[src/rtl/imm_gen_pipe_pkg.sv]
// Shared LC-3b immediate-generator types: instruction word, immediate select
// modes and the raw field widths used by the extension logic.
package imm_gen_pipe_pkg;

  typedef logic [15:0] lc3b_word;

  typedef enum logic [2:0] {
    SEL_OFF6_SH  = 3'd0,
    SEL_OFF9_SH  = 3'd1,
    SEL_OFF11_SH = 3'd2,
    SEL_IMM5     = 3'd3,
    SEL_IMM4     = 3'd4,
    SEL_OFF6     = 3'd5,
    SEL_TRAP8_SH = 3'd6,
    SEL_RSVD     = 3'd7
  } imm_sel_t;

  localparam int IMM4_W  = 4;
  localparam int IMM5_W  = 5;
  localparam int OFF6_W  = 6;
  localparam int OFF9_W  = 9;
  localparam int OFF11_W = 11;
  localparam int TRAP8_W = 8;

endpackage

[src/rtl/imm_ext_core.sv]
// Combinational immediate extraction/extension: picks the field selected by
// sel, sign- or zero-extends it to WIDTH and applies the optional <<1.
module imm_ext_core
  import imm_gen_pipe_pkg::*;
#(
  parameter int WIDTH = 16
) (
  input  lc3b_word         ir,
  input  imm_sel_t         sel,
  output logic [WIDTH-1:0] imm,
  output logic             err
);

  // Sign always comes from the field MSB before the shift is applied.
  always_comb begin
    imm = '0;
    err = 1'b0;
    case (sel)
      SEL_OFF6_SH:  imm = {{(WIDTH-OFF6_W-1){ir[OFF6_W-1]}}, ir[OFF6_W-1:0], 1'b0};
      SEL_OFF9_SH:  imm = {{(WIDTH-OFF9_W-1){ir[OFF9_W-1]}}, ir[OFF9_W-1:0], 1'b0};
      SEL_OFF11_SH: imm = {{(WIDTH-OFF11_W-1){ir[OFF11_W-1]}}, ir[OFF11_W-1:0], 1'b0};
      SEL_IMM5:     imm = {{(WIDTH-IMM5_W){ir[IMM5_W-1]}}, ir[IMM5_W-1:0]};
      SEL_IMM4:     imm = {{(WIDTH-IMM4_W){ir[IMM4_W-1]}}, ir[IMM4_W-1:0]};
      SEL_OFF6:     imm = {{(WIDTH-OFF6_W){ir[OFF6_W-1]}}, ir[OFF6_W-1:0]};
      SEL_TRAP8_SH: imm = {{(WIDTH-TRAP8_W-1){1'b0}}, ir[TRAP8_W-1:0], 1'b0};
      default:      err = 1'b1;
    endcase
  end

endmodule

[src/rtl/imm_gen_pipe.sv]
// Pipelined LC-3b immediate generator: combinational extension followed by a
// STAGES-deep elastic valid/ready register chain carrying {imm, tag, err}.
module imm_gen_pipe
  import imm_gen_pipe_pkg::*;
#(
  parameter int WIDTH  = 16,
  parameter int STAGES = 1,
  parameter int TAG_W  = 4
) (
  input  logic             clk,
  input  logic             rst_n,
  input  logic             flush,
  input  logic             in_valid,
  output logic             in_ready,
  input  logic [15:0]      in_ir,
  input  logic [2:0]       in_sel,
  input  logic [TAG_W-1:0] in_tag,
  output logic             out_valid,
  input  logic             out_ready,
  output logic [WIDTH-1:0] out_imm,
  output logic [TAG_W-1:0] out_tag,
  output logic             out_err
);

  logic [WIDTH-1:0] ext_imm;
  logic             ext_err;

  imm_ext_core #(.WIDTH(WIDTH)) u_ext (
    .ir  (in_ir),
    .sel (imm_sel_t'(in_sel)),
    .imm (ext_imm),
    .err (ext_err)
  );

  logic [STAGES-1:0] stage_valid;
  logic [WIDTH-1:0]  stage_imm [STAGES];
  logic [TAG_W-1:0]  stage_tag [STAGES];
  logic [STAGES-1:0] stage_err;
  logic [STAGES:0]   room;

  // room[k]: stage k can take a new item this cycle (it is empty or its item
  // moves on). Built only from registered valids and out_ready.
  always_comb begin
    room         = '0;
    room[STAGES] = out_ready;
    for (int k = STAGES - 1; k >= 0; k--) begin
      room[k] = ~stage_valid[k] | room[k+1];
    end
  end

  for (genvar gi = 0; gi < STAGES; gi++) begin : g_stage
    logic             up_valid;
    logic [WIDTH-1:0] up_imm;
    logic [TAG_W-1:0] up_tag;
    logic             up_err;
    logic             valid_d, valid_q;
    logic [WIDTH-1:0] imm_d, imm_q;
    logic [TAG_W-1:0] tag_d, tag_q;
    logic             err_d, err_q;

    if (gi == 0) begin : g_src_in
      assign up_valid = in_valid;
      assign up_imm   = ext_imm;
      assign up_tag   = in_tag;
      assign up_err   = ext_err;
    end else begin : g_src_prev
      assign up_valid = stage_valid[gi-1];
      assign up_imm   = stage_imm[gi-1];
      assign up_tag   = stage_tag[gi-1];
      assign up_err   = stage_err[gi-1];
    end

    // Data only loads with a valid item; flush overrides any load.
    always_comb begin
      valid_d = valid_q;
      imm_d   = imm_q;
      tag_d   = tag_q;
      err_d   = err_q;
      if (room[gi]) begin
        valid_d = up_valid;
        if (up_valid) begin
          imm_d = up_imm;
          tag_d = up_tag;
          err_d = up_err;
        end
      end
      if (flush) begin
        valid_d = 1'b0;
      end
    end

    always_ff @(posedge clk) begin
      if (!rst_n) begin
        valid_q <= 1'b0;
        imm_q   <= '0;
        tag_q   <= '0;
        err_q   <= 1'b0;
      end else begin
        valid_q <= valid_d;
        imm_q   <= imm_d;
        tag_q   <= tag_d;
        err_q   <= err_d;
      end
    end

    assign stage_valid[gi] = valid_q;
    assign stage_imm[gi]   = imm_q;
    assign stage_tag[gi]   = tag_q;
    assign stage_err[gi]   = err_q;
  end

  assign in_ready  = room[0];
  assign out_valid = stage_valid[STAGES-1];
  assign out_imm   = stage_imm[STAGES-1];
  assign out_tag   = stage_tag[STAGES-1];
  assign out_err   = stage_err[STAGES-1];

endmodule

[config.mk]
export PLATFORM = sky130hd
export DESIGN_NAME = imm_gen_pipe
export DESIGN_NICKNAME = d
export VERILOG_FILES = /design/src/rtl/imm_gen_pipe_pkg.sv /design/src/rtl/imm_ext_core.sv /design/src/rtl/imm_gen_pipe.sv
export SDC_FILE = /design/constraint.sdc
export NUM_CORES = 1
export LEC_CHECK = 0
export BUFFER_PORTS_ARGS = -buffer_cell sky130_fd_sc_hd__buf_2
export CORE_AREA = 2 2 57 46
export DETAILED_ROUTE_END_ITERATION = 16
export DIE_AREA = 0 0 59 48
export PLACE_DENSITY = 0.8
export RECOVER_POWER = 50
export SYNTH_ARGS = -nofsm -noshare
export SYNTH_HDL_FRONTEND = slang
export SYNTH_SLANG_ARGS = --single-unit
[constraint.sdc]
create_clock -name clk -period 3.5 [get_ports clk]
set_clock_uncertainty 0.15 [all_clocks]
set_input_delay 0.175 -clock clk [delete_from_list [all_inputs] [get_ports clk]]
set_output_delay 0.175 -clock clk [all_outputs]
set_load 0.02 [all_outputs]
==> tab_implementation.tex, run 1 <==
\begin{tabular}{lr}
\hline
Metric & Value \\
\hline
\multicolumn{2}{l}{\textbf{Outcome}} \\
Outcome & completed \\
\multicolumn{2}{l}{\textbf{Worst setup path}} \\
Worst setup path class & flip-flop to flip-flop \\
Cell seen most often among critical-path stages & sky130\_fd\_sc\_hd\_\_nor2b\_1 \\
Data required time of the worst path & 3580 ps \\
Crit-path slowest cell & sky130\_fd\_sc\_hd\_\_nor2b\_1 \\
Type of element capturing the critical path & flip-flop \\
Nature of the critical path startpoint & flip-flop \\
Largest stage delay on the critical path & 410 ps \\
Arrival time of data at the critical path endpoint & 1910 ps \\
Maximum fanout along the worst path & 14 \\
Critical path, cell by cell & nor2b\_1, inv\_1, nand2\_1, a222oi\_1, nor2b\_1 \\
\multicolumn{2}{l}{\textbf{Finish}} \\
Register area & 360 um2 \\
Final std cells w/o fill & 184 \\
Area used by multi-input combinational logic & 576 um2 \\
Final Core Density & 56.7\% \\
Antenna cells & 0 \\
Layout cell share with drive strength beyond 1 & 22.6\% \\
Layout filler cell count & 222 \\
Nets@finish & 189 \\
Synth-to-layout area growth & 21.8\% \\
\multicolumn{2}{l}{\textbf{Clocking}} \\
Number of resized instances in the post-cts repair step & 0 \\
Post-CTS setup buffer count & 0 \\
Clock tree from TritonCTS & built \\
Clock slew at the register clock pins of the worst setup and hold paths & 100 ps \\
H-tree depth reported by CTS & 1 \\
Maximum count of clock buffers along a single path & 2 \\
Total clock buffers created by CTS & 3 \\
CTS hold repair buffers & 5 \\
Latest clock arrival within the worst-skew pair & 290 ps \\
Clock sink count & 18 \\
Root buffer cell & sky130\_fd\_sc\_hd\_\_clkbuf\_4 \\
\multicolumn{2}{l}{\textbf{STA}} \\
Final-report setup violation count & 0 \\
Final setup TNS & 0 ps \\
Final critical-path required period & 1830 ps \\
Period utilisation layout & 52.2\% \\
Count of pins over their slew limit & 0 \\
Least setup slack across all paths after layout & 1670 ps \\
Slew at the pin closest to its max-slew limit & 671 ps \\
Worst slew margin relative to its limit & 55.1\% \\
RSZ-0062 raised after global routing & no \\
Maximum achievable frequency & 0.548 GHz \\
Final hold viol count & 0 \\
\multicolumn{2}{l}{\textbf{Place}} \\
Cell total after placement & 176 \\
Total half-perimeter wirelength after legalization and detailed placement & 1820 um \\
Setup slack at placement & 1880 ps \\
Port Buffer Count & 45 \\
Final GP Congestion & 0.819 \\
\multicolumn{2}{l}{\textbf{GRT}} \\
Largest net degree at the start of global routing & 20 \\
Number of global-route vias before repair & 976 \\
Global-route wire length before repair & 4200 um \\
Combined global-route utilization of all metal layers & 19.5\% \\
Grt ovf & 0 \\
Initial antenna violation count & 0 \\
\multicolumn{2}{l}{\textbf{Logic synthesis}} \\
Synth Register Bits & 18 \\
Sequential-to-total area share from yosys stat & 35.0\% \\
Proportion of synthesized flip-flops having asynchronous set or reset & 0\% \\
Number of instances in the synthesized netlist & 117 \\
Main synth FF type & sky130\_fd\_sc\_hd\_\_dfxtp\_1 \\
Mapped cell area & 0.00103 mm2 \\
Synth Area per Inst & 8.81 um2 \\
Number of distinct library cell variants in the gate-level netlist after synthesis & 41 \\
Number of nets in the synthesized netlist & 145 \\
Number of synthesized flops with an enable pin & 0 \\
Synthesis warning total & 0 \\
\multicolumn{2}{l}{\textbf{Drt}} \\
Final WL & 2480 um \\
DRC marker count from the first detailed-route iteration & 28 \\
Post-DR wirelength/cell & 13.5 um \\
Antenna-violating nets left & 0 \\
Drt pass-1 iters & 4 \\
Overall via count from detail\_route & 1020 \\
Number of remaining DRC errors & 0 \\
Average via count per standard cell & 5.54 \\
\multicolumn{2}{l}{\textbf{Floorplan}} \\
Placeable core area & 0.00221 mm2 \\
Number of rows in the core area & 15 \\
Height of the die & 48 um \\
Die width & 59 um \\
Total I/O pin count & 51 \\
Initial cell density of the core & 46.6\% \\
Die footprint & 0.00283 mm2 \\
\multicolumn{2}{l}{\textbf{Pwr}} \\
Lkg Pwr & 0.528 nW \\
Power density normalized to cell area & 352 mW/mm2 \\
Max VDD drop & 0.189 mV \\
Total power & 0.442 mW \\
\multicolumn{2}{l}{\textbf{Hold path}} \\
HP Class & primary input to flip-flop \\
\multicolumn{2}{l}{\textbf{Run}} \\
Max-cap viol count & 0 \\
\hline
\end{tabular}
==> final timing paths <==
| kind | start | end | slack, ps | cells past startpoint |
|---|---|---|---|---|
| max | out_valid | out_imm[2] | 1670 | 5 |
| min | in_ir[0] | out_imm[0] | 10 | 3 |
| max reg2reg | out_valid | out_imm[2] | 1670 | 5 |
| min reg2reg | out_imm[3] | out_imm[3] | 310 | 2 |
==> cell usage in the layout (no fill, tap or decap), types with 2 or more instances in the layout <==
cell                             n
sky130_fd_sc_hd__a211oi_1        2
sky130_fd_sc_hd__a21boi_0        5
sky130_fd_sc_hd__a21oi_1         2
sky130_fd_sc_hd__a222oi_1        2
sky130_fd_sc_hd__a22oi_1         2
sky130_fd_sc_hd__a31oi_1         3
sky130_fd_sc_hd__a32o_1          3
sky130_fd_sc_hd__buf_2          26
sky130_fd_sc_hd__clkbuf_1       19
sky130_fd_sc_hd__clkbuf_4        3
sky130_fd_sc_hd__dfxtp_1        18
sky130_fd_sc_hd__dlygate4sd3_1   5
sky130_fd_sc_hd__inv_1           4
sky130_fd_sc_hd__mux2i_1         4
sky130_fd_sc_hd__nand2_1        15
sky130_fd_sc_hd__nand2b_1        4
sky130_fd_sc_hd__nand3_1         4
sky130_fd_sc_hd__nor2_1          3
sky130_fd_sc_hd__nor2b_1         7
sky130_fd_sc_hd__nor3b_1         2
sky130_fd_sc_hd__o21ai_0         5
sky130_fd_sc_hd__o21ai_1         3
==> registers in the layout, summed over array words and instances (netlist names) <==
name	flops
out_valid	1
out_imm	12
out_err	1
out_tag	4
==> synthesized netlist by cell type (3+ instances only) <==
cell / number / area share [%]
sky130_fd_sc_hd__nor2b_1: 6 / 3.6
sky130_fd_sc_hd__a21boi_0: 5 / 3.6
sky130_fd_sc_hd__buf_4: 6 / 4.4
sky130_fd_sc_hd__clkbuf_1: 3 / 1.1
sky130_fd_sc_hd__a32o_1: 3 / 2.9
sky130_fd_sc_hd__inv_1: 4 / 1.5
sky130_fd_sc_hd__nand2b_1: 4 / 2.4
sky130_fd_sc_hd__o21ai_0: 5 / 2.4
sky130_fd_sc_hd__o21ai_1: 3 / 1.5
sky130_fd_sc_hd__nor2_1: 3 / 1.1
sky130_fd_sc_hd__dfxtp_1: 18 / 35
sky130_fd_sc_hd__a31oi_1: 3 / 1.8
sky130_fd_sc_hd__nand3_1: 4 / 1.9
sky130_fd_sc_hd__mux2i_1: 4 / 3.9
sky130_fd_sc_hd__nand2_1: 15 / 5.5
==> cell type report <==
type	count	share of cell area, %
clock buffer	3	1.79
inverter	4	1.20
multi-input combinational	84	45.8
sequential	18	28.7
tap	25	2.49
timing repair buffer	50	20.0
==> routing by layer <==
metal	up-vias	GRT usage [%]	share of wire, %
li1	507	-	-
met1	476	23.8	47
met2	37	36.4	46
met3	0	5.41	6.9
met4	0	1.36	0
met5	-	0	0
==> where the power goes <==
| part | switching (mW) | internal, mW |
|---|---|---|
| logic | 0.0698 | 0.0470 |
| registers | 0.00692 | 0.218 |
| clock network | 0.0604 | 0.0401 |
| total | 0.137 | 0.305 |
==> cells by family (layout without fill, tap and decap cells) <==
| family | Yosys count | count (layout) | synth area share (%) |
|---|---|---|---|
| flops | 18 | 18 | 35.0 |
| buf+inv | 15 | 57 | 8.49 |
| compound gates | 35 | 35 | 25.1 |
| simple gates | 43 | 43 | 25.0 |
| mux | 6 | 6 | 6.43 |
==> per-stage QoR <==
step | hold WS (ps) | area, um2
6_report | 11.1 | 1260
5_1_grt | 16.7 | 1260
4_1_cts | 8.31 | 1290
3_5_place_dp | 274 | 1210
3_3_place_gp | 270 | 1210
2_1_floorplan | 170 | 1030
==> critical path, delay by kind of cell, from the launching register on <==
family / cells / cell delay (ps)
AND/OR/NAND/NOR: 3 / 940
flip-flops: 1 / 330
AO/OA/AOI/OAI: 1 / 190
buffers and inverters: 1 / 160
(Power assumes the default switching activity.)
==> run 2: changes to the inputs <==
--- a/config.mk
+++ b/config.mk
@@ -5,11 +5,12 @@
 export SDC_FILE = /design/constraint.sdc
 export NUM_CORES = 1
 export LEC_CHECK = 0
+export ABC_AREA = 1
 export BUFFER_PORTS_ARGS = -buffer_cell sky130_fd_sc_hd__buf_2
-export CORE_AREA = 2 2 57 46
+export CORE_AREA = 2 2 58 46
 export DETAILED_ROUTE_END_ITERATION = 16
-export DIE_AREA = 0 0 59 48
-export PLACE_DENSITY = 0.8
+export DIE_AREA = 0 0 60 48
+export PLACE_DENSITY = 0.75
 export RECOVER_POWER = 50
 export SYNTH_ARGS = -nofsm -noshare
 export SYNTH_HDL_FRONTEND = slang
==> constraint.sdc (replaced) <==
create_clock -name clk -period 1.85 [get_ports clk]
set_clock_uncertainty 0.15 [all_clocks]
set_input_delay 0.0925 -clock clk [delete_from_list [all_inputs] [get_ports clk]]
set_output_delay 0.0925 -clock clk [all_outputs]
set_load 0.02 [all_outputs]
==> tab_implementation.tex, run 2 <==
\begin{tabular}{lr}
\hline
Metric & Value \\
\hline
\multicolumn{2}{l}{\textbf{STA}} \\
Final setup TNS & 0 ps \\
Worst hold margin & -9.29 ps \\
RSZ-0062 raised after global routing & no \\
Final hold viol count & 3 \\
Worst slew margin relative to its limit & 81.0\% \\
Slew at the pin closest to its max-slew limit & 287 ps \\
Period utilisation layout & 91.8\% \\
Final-report setup violation count & 0 \\
Final critical-path required period & 1700 ps \\
Count of pins over their slew limit & 0 \\
Maximum achievable frequency & 0.589 GHz \\
\multicolumn{2}{l}{\textbf{Finish}} \\
Layout filler cell count & 234 \\
Layout cell share with drive strength beyond 1 & 27.1\% \\
Most used cells in the layout excluding fill and tap cells & 46 x sky130\_fd\_sc\_hd\_\_nand2\_1, 25 x sky130\_fd\_sc\_hd\_\_buf\_2, 20 x sky130\_fd\_sc\_hd\_\_clkbuf\_1, 18 x sky130\_fd\_sc\_hd\_\_dfxtp\_1, 17 x sky130\_fd\_sc\_hd\_\_nor2\_1 \\
Most common cell after layout, fill and taps aside & sky130\_fd\_sc\_hd\_\_nand2\_1 \\
Final Core Density & 60.3\% \\
Synth-to-layout area growth & 44.1\% \\
Register area & 360 um2 \\
Number of flip-flops in the largest register & 12 \\
Area used by multi-input combinational logic & 503 um2 \\
Nets@finish & 232 \\
Antenna cells & 0 \\
\multicolumn{2}{l}{\textbf{Logic synthesis}} \\
Top post-synthesis cells by area & sky130\_fd\_sc\_hd\_\_dfxtp\_1 38\%, sky130\_fd\_sc\_hd\_\_nand2\_1 19\%, sky130\_fd\_sc\_hd\_\_nor2\_1 6.7\%, sky130\_fd\_sc\_hd\_\_a21oi\_2 6.4\%, sky130\_fd\_sc\_hd\_\_nand3\_1 5.3\% \\
Main synth FF type & sky130\_fd\_sc\_hd\_\_dfxtp\_1 \\
Cell with the most instances after synthesis & sky130\_fd\_sc\_hd\_\_nand2\_1 \\
Number of synthesized flops with an enable pin & 0 \\
Proportion of synthesized flip-flops having asynchronous set or reset & 0\% \\
Library cell occupying the most area in the post-synthesis netlist & sky130\_fd\_sc\_hd\_\_dfxtp\_1 \\
Portion of synthesized cell area occupied by the leading cell type & 37.9\% \\
Sequential-to-total area share from yosys stat & 37.9\% \\
Synth Register Bits & 18 \\
Mapped cell area & 951 um2 \\
Synthesis warning total & 0 \\
Synth Area per Inst & 6.65 um2 \\
Number of distinct library cell variants in the gate-level netlist after synthesis & 19 \\
Number of instances in the synthesized netlist & 143 \\
Most used standard cells in the synthesized netlist & 47 x sky130\_fd\_sc\_hd\_\_nand2\_1, 18 x sky130\_fd\_sc\_hd\_\_dfxtp\_1, 17 x sky130\_fd\_sc\_hd\_\_nor2\_1 \\
Number of nets in the synthesized netlist & 171 \\
\multicolumn{2}{l}{\textbf{Clocking}} \\
Clock slew at the register clock pins of the worst setup and hold paths & 110 ps \\
Total clock buffers created by CTS & 3 \\
Clock tree from TritonCTS & built \\
Root buffer cell & sky130\_fd\_sc\_hd\_\_clkbuf\_4 \\
H-tree depth reported by CTS & 1 \\
Latest clock arrival within the worst-skew pair & 290 ps \\
Maximum count of clock buffers along a single path & 2 \\
Clock sink count & 18 \\
\multicolumn{2}{l}{\textbf{Floorplan}} \\
Die width & 60 um \\
Height of the die & 48 um \\
Placeable core area & 0.00227 mm2 \\
Initial cell density of the core & 41.9\% \\
Number of rows in the core area & 15 \\
Die footprint & 0.00288 mm2 \\
Total I/O pin count & 51 \\
\multicolumn{2}{l}{\textbf{Outcome}} \\
Violated checks & hold timing \\
Outcome & finished, violations left \\
\multicolumn{2}{l}{\textbf{GRT}} \\
Combined global-route utilization of all metal layers & 19.7\% \\
Largest net degree at the start of global routing & 17 \\
Global-route wire length before repair & 4180 um \\
Initial antenna violation count & 0 \\
Grt ovf & 0 \\
Number of global-route vias before repair & 1027 \\
\multicolumn{2}{l}{\textbf{Place}} \\
Total half-perimeter wirelength after legalization and detailed placement & 1790 um \\
Port Buffer Count & 45 \\
Final GP Congestion & 0.775 \\
\multicolumn{2}{l}{\textbf{Worst setup path}} \\
Data required time of the worst path & 1900 ps \\
Crit-path slowest cell & sky130\_fd\_sc\_hd\_\_dlygate4sd3\_1 \\
Type of element capturing the critical path & flip-flop \\
Bufs and invs on worst path & 2 \\
Largest stage delay on the critical path & 560 ps \\
Critical path, cell by cell & nand2\_2, nand2\_4, buf\_4, o21ai\_0, dlygate4sd3\_1, nor2\_1 \\
Nature of the critical path startpoint & flip-flop \\
Cell family contributing the most delay on the critical path & buffers and inverters \\
Arrival time of data at the critical path endpoint & 1750 ps \\
Worst setup path class & flip-flop to flip-flop \\
Maximum fanout along the worst path & 11 \\
\multicolumn{2}{l}{\textbf{Drt}} \\
Number of remaining DRC errors & 0 \\
Final WL & 2640 um \\
DRC marker count from the first detailed-route iteration & 26 \\
Average via count per standard cell & 4.66 \\
Antenna-violating nets left & 0 \\
Post-DR wirelength/cell & 11.1 um \\
Overall via count from detail\_route & 1104 \\
Drt pass-1 iters & 4 \\
\multicolumn{2}{l}{\textbf{Pwr}} \\
Max VDD drop & 0.617 mV \\
Lkg Pwr & 0.664 nW \\
Power density normalized to cell area & 673 mW/mm2 \\
\multicolumn{2}{l}{\textbf{Run}} \\
Max-cap viol count & 0 \\
\multicolumn{2}{l}{\textbf{Hold path}} \\
HP Class & primary input to flip-flop \\
\hline
\end{tabular}
run 2: cells by family after synthesis:
group / share of synthesized area (%)
buffers and inverters: 10.0
DFF: 37.9
and+or+nand+nor: 39.1
AOI/OAI and AO/OA: 13.0
run 2: power breakdown:
part	switching, mW	internal, mW	leakage, nW
Sequential	0.0141	0.413	0.148
Clock	0.127	0.120	0.0210
Combinational	0.151	0.0977	0.495
run 2: stage by stage:
step,setup slack (ps),cells,area [um2],power [mW]
floorplan,332,143,951,0.584
global placement,535,215,1180,0.650
detailed placement,525,215,1180,0.655
CTS,76.7,233,1350,0.924
global route,46.4,237,1370,0.966
finish,151,237,1370,0.922
run 2: what timing repair did:
| item | in CTS | in global routing |
|---|---|---|
| hold buffers | 14 | 0 |
| endpoints found under the hold margin | 10 | 0 |
| buffers inserted | 0 | 4 |
| endpoints found under the setup margin | 0 | 4 |
| resized for setup | 0 | 4 |
run 2: per-layer routing:
layer	GRT usage (%)	up-vias	routed length [um]
li1	-	570	-
met1	21.4	493	1120
met2	37.6	37	1340
met3	6.22	4	147
met4	5.78	0	31
met5	0	-	0
run 2: area by class of cell:
class / instances / share of cell area [%]
clock buffer: 4 / 2.65
multi-input combinational: 105 / 36.7
timing repair buffer: 64 / 27.6
sequential: 18 / 26.3
inverter: 12 / 3.65
tap: 34 / 3.11
run 2: final timing paths:
path                   start          to  slack (ps)  cells after the start
setup reg to reg   out_valid  out_tag[3]         150                      6
hold reg to reg   out_imm[2]  out_imm[2]         330                      2
setup / recovery   out_valid  out_tag[3]         150                      6
hold / removal      in_valid  out_imm[0]          -9                      4
run 2: worst register-to-register path, stage by stage (launching register included):
cell and delay (ps):
sky130_fd_sc_hd__dfxtp_1 340, sky130_fd_sc_hd__nand2_2 100, sky130_fd_sc_hd__nand2_4 90, sky130_fd_sc_hd__buf_4 180, sky130_fd_sc_hd__o21ai_0 140, sky130_fd_sc_hd__dlygate4sd3_1 560, sky130_fd_sc_hd__nor2_1 40
==> run 3: changes to the inputs <==
--- a/config.mk
+++ b/config.mk
@@ -7,10 +7,10 @@
 export LEC_CHECK = 0
 export ABC_AREA = 1
 export BUFFER_PORTS_ARGS = -buffer_cell sky130_fd_sc_hd__buf_2
-export CORE_AREA = 2 2 58 46
+export CORE_AREA = 2 2 60 45
 export DETAILED_ROUTE_END_ITERATION = 16
-export DIE_AREA = 0 0 60 48
-export PLACE_DENSITY = 0.75
+export DIE_AREA = 0 0 62 47
+export PLACE_DENSITY = 0.74
 export RECOVER_POWER = 50
 export SYNTH_ARGS = -nofsm -noshare
 export SYNTH_HDL_FRONTEND = slang
==> tab_implementation.tex, run 3 (synthesis results as in run 2) <==
\begin{tabular}{lr}
\hline
Metric & Value \\
\hline
\multicolumn{2}{l}{\textbf{Place}} \\
Final GP Congestion & 0.823 \\
Total half-perimeter wirelength after legalization and detailed placement & 1740 um \\
Setup slack at placement & 498 ps \\
Cell Area, Placed & 0.00118 mm2 \\
Port Buffer Count & 45 \\
Cell total after placement & 215 \\
\multicolumn{2}{l}{\textbf{Pwr}} \\
Power density normalized to cell area & 633 mW/mm2 \\
Total power & 0.865 mW \\
Max VDD drop & 0.372 mV \\
Lkg Pwr & 0.663 nW \\
\multicolumn{2}{l}{\textbf{Run}} \\
Max-cap viol count & 0 \\
\multicolumn{2}{l}{\textbf{STA}} \\
Slew at the pin closest to its max-slew limit & 258 ps \\
Final critical-path required period & 1840 ps \\
Count of pins over their slew limit & 0 \\
Maximum achievable frequency & 0.544 GHz \\
Period utilisation layout & 99.4\% \\
Least setup slack across all paths after layout & 10.2 ps \\
Final-report setup violation count & 0 \\
Worst hold margin & 17.6 ps \\
Final setup TNS & 0 ps \\
RSZ-0062 raised after global routing & no \\
Final hold viol count & 0 \\
Worst slew margin relative to its limit & 82.9\% \\
\multicolumn{2}{l}{\textbf{Clocking}} \\
Clock sink count & 18 \\
Root buffer cell & sky130\_fd\_sc\_hd\_\_clkbuf\_4 \\
Clock slew at the register clock pins of the worst setup and hold paths & 90 ps \\
Clock tree from TritonCTS & built \\
Total clock buffers created by CTS & 3 \\
Latest clock arrival within the worst-skew pair & 280 ps \\
Maximum count of clock buffers along a single path & 2 \\
H-tree depth reported by CTS & 1 \\
\multicolumn{2}{l}{\textbf{Worst setup path}} \\
Worst setup path class & primary input to flip-flop \\
Maximum fanout along the worst path & 12 \\
Data required time of the worst path & 1910 ps \\
Setup slack of the most critical reg-to-reg path & 40 ps \\
Cell seen most often among critical-path stages & sky130\_fd\_sc\_hd\_\_dlygate4sd3\_1 \\
Type of element capturing the critical path & flip-flop \\
R2r endpoint & out\_tag[2] \\
Critical path, cell by cell & dlygate4sd3\_1, buf\_2, nand2\_4, buf\_4, o21ai\_0, dlygate4sd3\_1, nor2\_1 \\
Cell family contributing the most delay on the critical path & buffers and inverters \\
R2r worst-path depth & 6 \\
Crit-path slowest cell & sky130\_fd\_sc\_hd\_\_dlygate4sd3\_1 \\
Nature of the critical path startpoint & primary input \\
Bufs and invs on worst path & 4 \\
Largest stage delay on the critical path & 580 ps \\
Arrival time of data at the critical path endpoint & 1900 ps \\
Reg-to-reg startpoint & out\_valid \\
\multicolumn{2}{l}{\textbf{Finish}} \\
Synth-to-layout area growth & 43.7\% \\
Most common cell after layout, fill and taps aside & sky130\_fd\_sc\_hd\_\_nand2\_1 \\
Final std cells w/o fill & 237 \\
Layout cell share with drive strength beyond 1 & 26.6\% \\
Antenna cells & 0 \\
Number of flip-flops in the largest register & 12 \\
Layout filler cell count & 220 \\
Final Core Density & 58.2\% \\
Post-route design area & 0.00137 mm2 \\
Nets@finish & 233 \\
Most used cells in the layout excluding fill and tap cells & 46 x sky130\_fd\_sc\_hd\_\_nand2\_1, 25 x sky130\_fd\_sc\_hd\_\_buf\_2, 20 x sky130\_fd\_sc\_hd\_\_clkbuf\_1, 18 x sky130\_fd\_sc\_hd\_\_dfxtp\_1, 17 x sky130\_fd\_sc\_hd\_\_nor2\_1 \\
\multicolumn{2}{l}{\textbf{Floorplan}} \\
Placeable core area & 0.00235 mm2 \\
Die footprint & 0.00291 mm2 \\
Die width & 62 um \\
Number of rows in the core area & 15 \\
Total I/O pin count & 51 \\
Height of the die & 47 um \\
Initial cell density of the core & 40.5\% \\
\multicolumn{2}{l}{\textbf{GRT}} \\
Initial antenna violation count & 0 \\
Global-route wire length before repair & 3770 um \\
Combined global-route utilization of all metal layers & 17.8\% \\
Largest net degree at the start of global routing & 17 \\
Number of global-route vias before repair & 934 \\
Grt ovf & 0 \\
\multicolumn{2}{l}{\textbf{Drt}} \\
Overall via count from detail\_route & 1109 \\
Average via count per standard cell & 4.68 \\
Drt pass-1 iters & 4 \\
Number of remaining DRC errors & 0 \\
DRC marker count from the first detailed-route iteration & 51 \\
Post-DR wirelength/cell & 11.1 um \\
Antenna-violating nets left & 0 \\
Final WL & 2630 um \\
\multicolumn{2}{l}{\textbf{Hold path}} \\
HP Class & primary input to flip-flop \\
Critical hold path startpoint & in\_ir[2] \\
Hold-critical path endpoint & out\_imm[2] \\
Count of cells along the worst hold path & 5 \\
\multicolumn{2}{l}{\textbf{Outcome}} \\
Outcome & completed \\
\hline
\end{tabular}
[run 3: how the worst max path moves through the flow]
stage | endpoint | cells after the start | start | slack (ps)
final | out_tag[2] | 7 | in_valid | 10
after global routing | out_tag[2] | 6 | out_valid | 7
after CTS | out_valid | 5 | rst_n | 70
after detailed placement | out_err | 5 | out_valid | 500
after global placement | out_err | 5 | out_valid | 550
after floorplan | out_imm[6] | 6 | out_valid | 330
[run 3: report_power, final]
| part | internal, mW | total, mW | switching [mW] | leakage [nW] |
|---|---|---|---|---|
| clock network | 0.0757 | 0.185 | 0.110 | 0.0138 |
| logic | 0.0996 | 0.252 | 0.153 | 0.502 |
| registers | 0.413 | 0.427 | 0.0145 | 0.148 |
[run 3: layout make-up]
type	count	area [um2]	area share, %
inverters	12	50.0	3.66
clock buffers	3	22.5	1.65
repair buffers	65	388	28.4
well taps	34	42.5	3.11
multi-input cells	105	503	36.8
flip-flops and latches	18	360	26.4
[run 3: tightest hold or removal path: cells and delay by family]
kind | cells | cell delay (ps)
compound gates | 1 | 50
simple gates | 3 | 160
buf+inv | 1 | 110
[run 3: repair_timing]
action	in CTS	in global routing
hold endpoints to repair	9	2
hold buffers	14	1
resized for setup	0	3
setup endpoints to repair	0	2
buffers inserted	0	4
[run 3: per-layer routing]
| layer | track usage [%] | routed length (um) |
|---|---|---|
| met5 | 0 | 0 |
| met4 | 6.81 | 62 |
| met3 | 5.79 | 179 |
| met2 | 28.5 | 1270 |
| met1 | 22.4 | 1120 |
